**src/rtl/dreg_universal.sv**
```systemverilog
// Purpose : WIDTH-bit D register (q/nq) with load/shift/rotate modes and an auto parallel-to-serial mode.
// Latency : commands take effect on the next rising edge; serialise emits d[0]..d[WIDTH-1] on sout over WIDTH cycles, then pulses done.
// Backpressure: no ready/valid; en/mode/d are ignored while busy, so callers must wait for done (or busy low) before the next command.
// Optional feature macro: DREG_UNIVERSAL_PARITY_EN adds a registered even-parity output 'parity' (== ^q).

module dreg_universal #(
    parameter int                 WIDTH   = 8,
    parameter logic [WIDTH-1:0]   RST_VAL = '0
) (
    input  logic              clk,
    input  logic              rst,
    input  logic              en,
    input  logic [2:0]        mode,
    input  logic [WIDTH-1:0]  d,
    input  logic              sin,
    output logic [WIDTH-1:0]  q,
    output logic [WIDTH-1:0]  nq,
    output logic              sout,
    output logic              busy,
    output logic              done
`ifdef DREG_UNIVERSAL_PARITY_EN
    ,
    output logic              parity
`endif
);

    typedef enum logic {
        IDLE = 1'b0,
        SER  = 1'b1
    } state_t;

    // Counter must hold WIDTH-1; a 1-bit minimum keeps WIDTH=1 legal.
    localparam int CW = (WIDTH > 1) ? $clog2(WIDTH) : 1;

    localparam logic [2:0] MODE_HOLD = 3'b000;
    localparam logic [2:0] MODE_LOAD = 3'b001;
    localparam logic [2:0] MODE_SHL  = 3'b010;
    localparam logic [2:0] MODE_SHR  = 3'b011;
    localparam logic [2:0] MODE_ROTL = 3'b100;
    localparam logic [2:0] MODE_ROTR = 3'b101;
    localparam logic [2:0] MODE_SER  = 3'b110;

    state_t            state;
    logic [CW-1:0]     cnt;
    logic [WIDTH-1:0]  q_nxt;
    logic [WIDTH-1:0]  shl_v;
    logic [WIDTH-1:0]  shr_v;
    logic [WIDTH-1:0]  rotl_v;
    logic [WIDTH-1:0]  rotr_v;

    // A single-bit register has no neighbours: shifts just take sin, rotates hold.
    generate
        if (WIDTH == 1) begin : g_w1
            assign shl_v  = sin;
            assign shr_v  = sin;
            assign rotl_v = q;
            assign rotr_v = q;
        end else begin : g_wn
            assign shl_v  = {q[WIDTH-2:0], sin};
            assign shr_v  = {sin, q[WIDTH-1:1]};
            assign rotl_v = {q[WIDTH-2:0], q[WIDTH-1]};
            assign rotr_v = {q[0], q[WIDTH-1:1]};
        end
    endgenerate

    assign nq   = ~q;
    assign sout = q[0];
    assign busy = (state == SER);

    // Next register contents; shared by q and the parity register so parity always tracks q.
    always_comb begin
        q_nxt = q;
        case (state)
            IDLE: begin
                if (en) begin
                    case (mode)
                        MODE_HOLD: q_nxt = q;
                        MODE_LOAD: q_nxt = d;
                        MODE_SHL:  q_nxt = shl_v;
                        MODE_SHR:  q_nxt = shr_v;
                        MODE_ROTL: q_nxt = rotl_v;
                        MODE_ROTR: q_nxt = rotr_v;
                        MODE_SER:  q_nxt = d;
                        default:   q_nxt = q;
                    endcase
                end
            end
            SER: begin
                // Right shift exposes the next bit on sout; last bit holds while we leave SER.
                if (cnt != '0) begin
                    q_nxt = shr_v;
                end
            end
            default: q_nxt = q;
        endcase
    end

    // Control FSM and registered outputs; reset overrides everything, including a serialise in flight.
    always_ff @(posedge clk) begin
        if (rst) begin
            q     <= RST_VAL;
            state <= IDLE;
            cnt   <= '0;
            done  <= 1'b0;
`ifdef DREG_UNIVERSAL_PARITY_EN
            parity <= ^RST_VAL;
`endif
        end else begin
            q    <= q_nxt;
            done <= 1'b0;
`ifdef DREG_UNIVERSAL_PARITY_EN
            parity <= ^q_nxt;
`endif
            case (state)
                IDLE: begin
                    if (en && (mode == MODE_SER)) begin
                        cnt   <= CW'(WIDTH - 1);
                        state <= SER;
                    end
                end
                SER: begin
                    if (cnt != '0) begin
                        cnt <= cnt - CW'(1);
                    end else begin
                        state <= IDLE;
                        done  <= 1'b1;
                    end
                end
                default: state <= IDLE;
            endcase
        end
    end

endmodule
```
**config.mk**
```make
export PLATFORM = sky130hd
export DESIGN_NAME = dreg_universal
export DESIGN_NICKNAME = d
export VERILOG_FILES = /design/src/rtl/dreg_universal.sv
export SDC_FILE = /design/constraint.sdc
export NUM_CORES = 1
export LEC_CHECK = 0
export BUFFER_PORTS_ARGS = -buffer_cell sky130_fd_sc_hd__buf_2
export CAP_MARGIN = 30
export CORE_AREA = 2 2 48 50
export DETAILED_ROUTE_END_ITERATION = 8
export DIE_AREA = 0 0 50 52
export PLACE_DENSITY = 0.77
export SETUP_SLACK_MARGIN = 0.3
export SYNTH_ARGS = -nofsm -noshare
export SYNTH_HDL_FRONTEND = slang
export SYNTH_SLANG_ARGS = --single-unit
```
**constraint.sdc**
```tcl
create_clock -name clk -period 3.66 [get_ports clk]
set_input_delay 0.183 -clock clk [delete_from_list [all_inputs] [get_ports clk]]
set_output_delay 0.183 -clock clk [all_outputs]
set_load 0.02 [all_outputs]
```
==> run_results.csv <==
group,metric,value,unit
clock_network,cts_resized,0,
floorplan,die_area,2600,µm²
final_layout,fin_nets,165,
timing,maxSlewViolCount,0,
worst_setup_path,slowest_delay,0.76,ns
place,pre_cts_ws,1.98,ns
yosys,synth-edff-count,0,
clock_network,cts_setup_buffers,0,
clock_network,clockRootBuffer,"clkbuf_4",
global_routing,grt_use_met1,23.3,%
route,dr.pass1.iters,4,
floorplan,initial_utilization,46.8,%
timing,skew,0.00831,ns
yosys,yosys_warnings,0,
timing,finalHoldViolCount,0,
place,routabilityCongestion,0.842,
clock_network,cts_hold_buf,0,
clock_network,cts_htree_levels,1,
route,drt_iter0_drc,20,
global_routing,use_met2,30.9,%
yosys,syn_inst,120,
worst_setup_path,worstSetupStartpointType,"flop",
clock_network,cts_buffers,3,
yosys,synth_fp_nets,137,
floorplan,die_w,50,µm
yosys,yosysSeqAreaShare,26.4,%
timing,fin_setup_tns,0,ns
global_routing,globalRoute.totalOverflow,0,
place,hpwlAfterDp,1690,µm
route,wl,2380,µm
yosys,synth_area_leader_cell,"dfxtp_1",
route,vias,972,
timing,rsz0062_at_grt,"false",
final_layout,drive_gt1_share,32.7,%
route,wl_per_cell,13.6,µm
worst_setup_path,cp-end-kind,"flop",
worst_setup_path,crit_required,3.88,ns
yosys,synth_commonest_cells,"dfxtp_1, nand2_1, inv_1, a21o_1, mux2_2",
worst_setup_path,worstSetupPathType,"flop to flop",
clock_network,clockBufferDepth,2,
global_routing,grt_pass1_wl,3820,µm
final_layout,final_cell_area,1150,µm²
worst_setup_path,crit_fanout,20,
floorplan,coreArea,2110,µm²
timing,tightest_slew,0.668,ns
floorplan,ios,34,
place,port_buffers,33,
yosys,ys_top_cells_by_area,"dfxtp_1, mux2_2, a21o_1",
clock_network,clock_sinks,13,
min_path,hp-class,"primary input to flop",
power_and_ir_drop,powerDensity,330,nW/µm²
yosys,synth_top_area_share,26.4,%
worst_setup_path,crit_slowest_cell,"dfxtp_1",
timing,fin_crit,1.71,ns
worst_setup_path,crit_chain,"nor2b_1 > a32o_2 > mux2i_1 > a311oi_2",
global_routing,grt_pass1_vias,876,
timing,timing.fmax,583,MHz
power_and_ir_drop,power_leakage,0.488,nW
global_routing,grt.met3_usage,5.17,%
global_routing,grt.busiest_layer,"met2",
worst_setup_path,crit_family,"flip-flops",
final_layout,n_antenna_cell,0,
global_routing,antenna_found_initial,0,
clock_network,clk_pin_slew_worst_paths,0.09,ns
clock_network,cts_tree,"yes",
run,cap_viol_max_count,0,
timing,finalWorstSetupSlack,1.95,ns
global_routing,track_usage,19.8,%
yosys,synth_area_per_cell,8.22,µm²
final_layout,nFillCells,215,
timing,period_share,46.8,%
global_routing,grt_max_degree,21,
floorplan,die_h,52,µm
clock_network,clock_latency,0.29,ns
floorplan,rows,17,
route,drt_drc_violations_left,0,
yosys,ys_ff_latch,13,
yosys,netlist_area,986,µm²
worst_setup_path,crit_arrival,1.93,ns
yosys,ys_async_sr_fraction,0,%
place,place_area,1120,µm²
final_layout,syn_to_final_growth,16.2,%
route,vias_per_cell,5.55,
power_and_ir_drop,power.total,0.378,mW
route,ant_nets,0,
timing,maxSlewHeadroom,55.4,%
timing,setup_viol,0,
power_and_ir_drop,ir_drop,0.000271,V
yosys,synthFlopType,"dfxtp_1",
yosys,synth_cell_types,37,
worst_setup_path,critPathBufInv,0,
outcome,status,"completed",
layout make-up:
class	count	area [µm²]	share of cell area [%]
Tap cell	28	35.0	3.06
Sequential cell	13	260	22.7
Clock buffer	4	26.3	2.29
Inverter	12	45.0	3.93
Multi-Input combinational cell	85	614	53.6
Timing Repair Buffer	33	165	14.4
worst paths after layout:
kind,start,endpoint,slack [ns],depth (start not counted)
max,busy$_SDFF_PP0_,q[0]$_SDFFE_PP0P_,1.95,4
min,rst,q[0]$_SDFFE_PP0P_,0.20,2
max reg2reg,busy$_SDFF_PP0_,q[0]$_SDFFE_PP0P_,1.95,4
min reg2reg,cnt[0]$_SDFFE_PP0P_,cnt[0]$_SDFFE_PP0P_,0.49,1
state kept, by name, indices dropped and copies added (netlist names):
| register | flops |
|---|---|
| done | 1 |
| cnt | 3 |
| busy | 1 |
| q | 8 |
kinds of logic (layout without fill, tap and decap cells):
logic type,Yosys count,count (layout),share of synthesized area [%]
AO/OA/AOI/OAI,37,37,29.4
XOR/XNOR,1,1,0.888
adder cells (fa/ha/maj),2,2,2.54
buffers and inverters,22,49,11.3
flip-flops,13,13,26.4
multiplexers,11,11,12.1
AND/OR/NAND/NOR,34,34,17.4
routing by layer:
metal | vias to the layer above | part of all wire [%]
li1 | 486 | -
met1 | 452 | 48
met2 | 27 | 45
met3 | 7 | 4.4
met4 | 0 | 2.6
met5 | - | 0
worst register-to-register path, stage by stage (launching register included):
cell,delay (ns)
dfxtp_1,0.76
nor2b_1,0.10
a32o_2,0.39
mux2i_1,0.17
a311oi_2,0.23
cells in the final DEF, fill, tap and decap left out, drive strengths merged, types with 2 or more instances in the layout:
| cell | instances |
|---|---|
| a21o | 7 |
| a21oi | 3 |
| a22oi | 6 |
| a311oi | 4 |
| a31oi | 4 |
| and2 | 2 |
| buf | 33 |
| clkbuf | 4 |
| dfxtp | 13 |
| ha | 2 |
| inv | 12 |
| mux2 | 7 |
| mux2i | 4 |
| nand2 | 13 |
| nand2b | 2 |
| nand3 | 2 |
| nor2 | 6 |
| nor2b | 2 |
| nor3 | 2 |
| nor3b | 3 |
| o21ai | 5 |
metrics by stage:
step                      utilization, %  hold slack (ns)  cells
after floorplan                        -            0.448    120
after global placement              53.2            0.465    171
after detailed placement            53.2            0.475    171
after CTS                           54.4            0.187    175
after global routing                54.4            0.188    175
final                               54.4            0.199    175
report_power, final:
group	leakage (nW)	switching, mW	internal, mW
combinational	0.366	0.0712	0.0492
clock	0.0150	0.0522	0.0425
sequential	0.107	0.0123	0.151
Note: power is estimated with default switching activity, not from simulation.
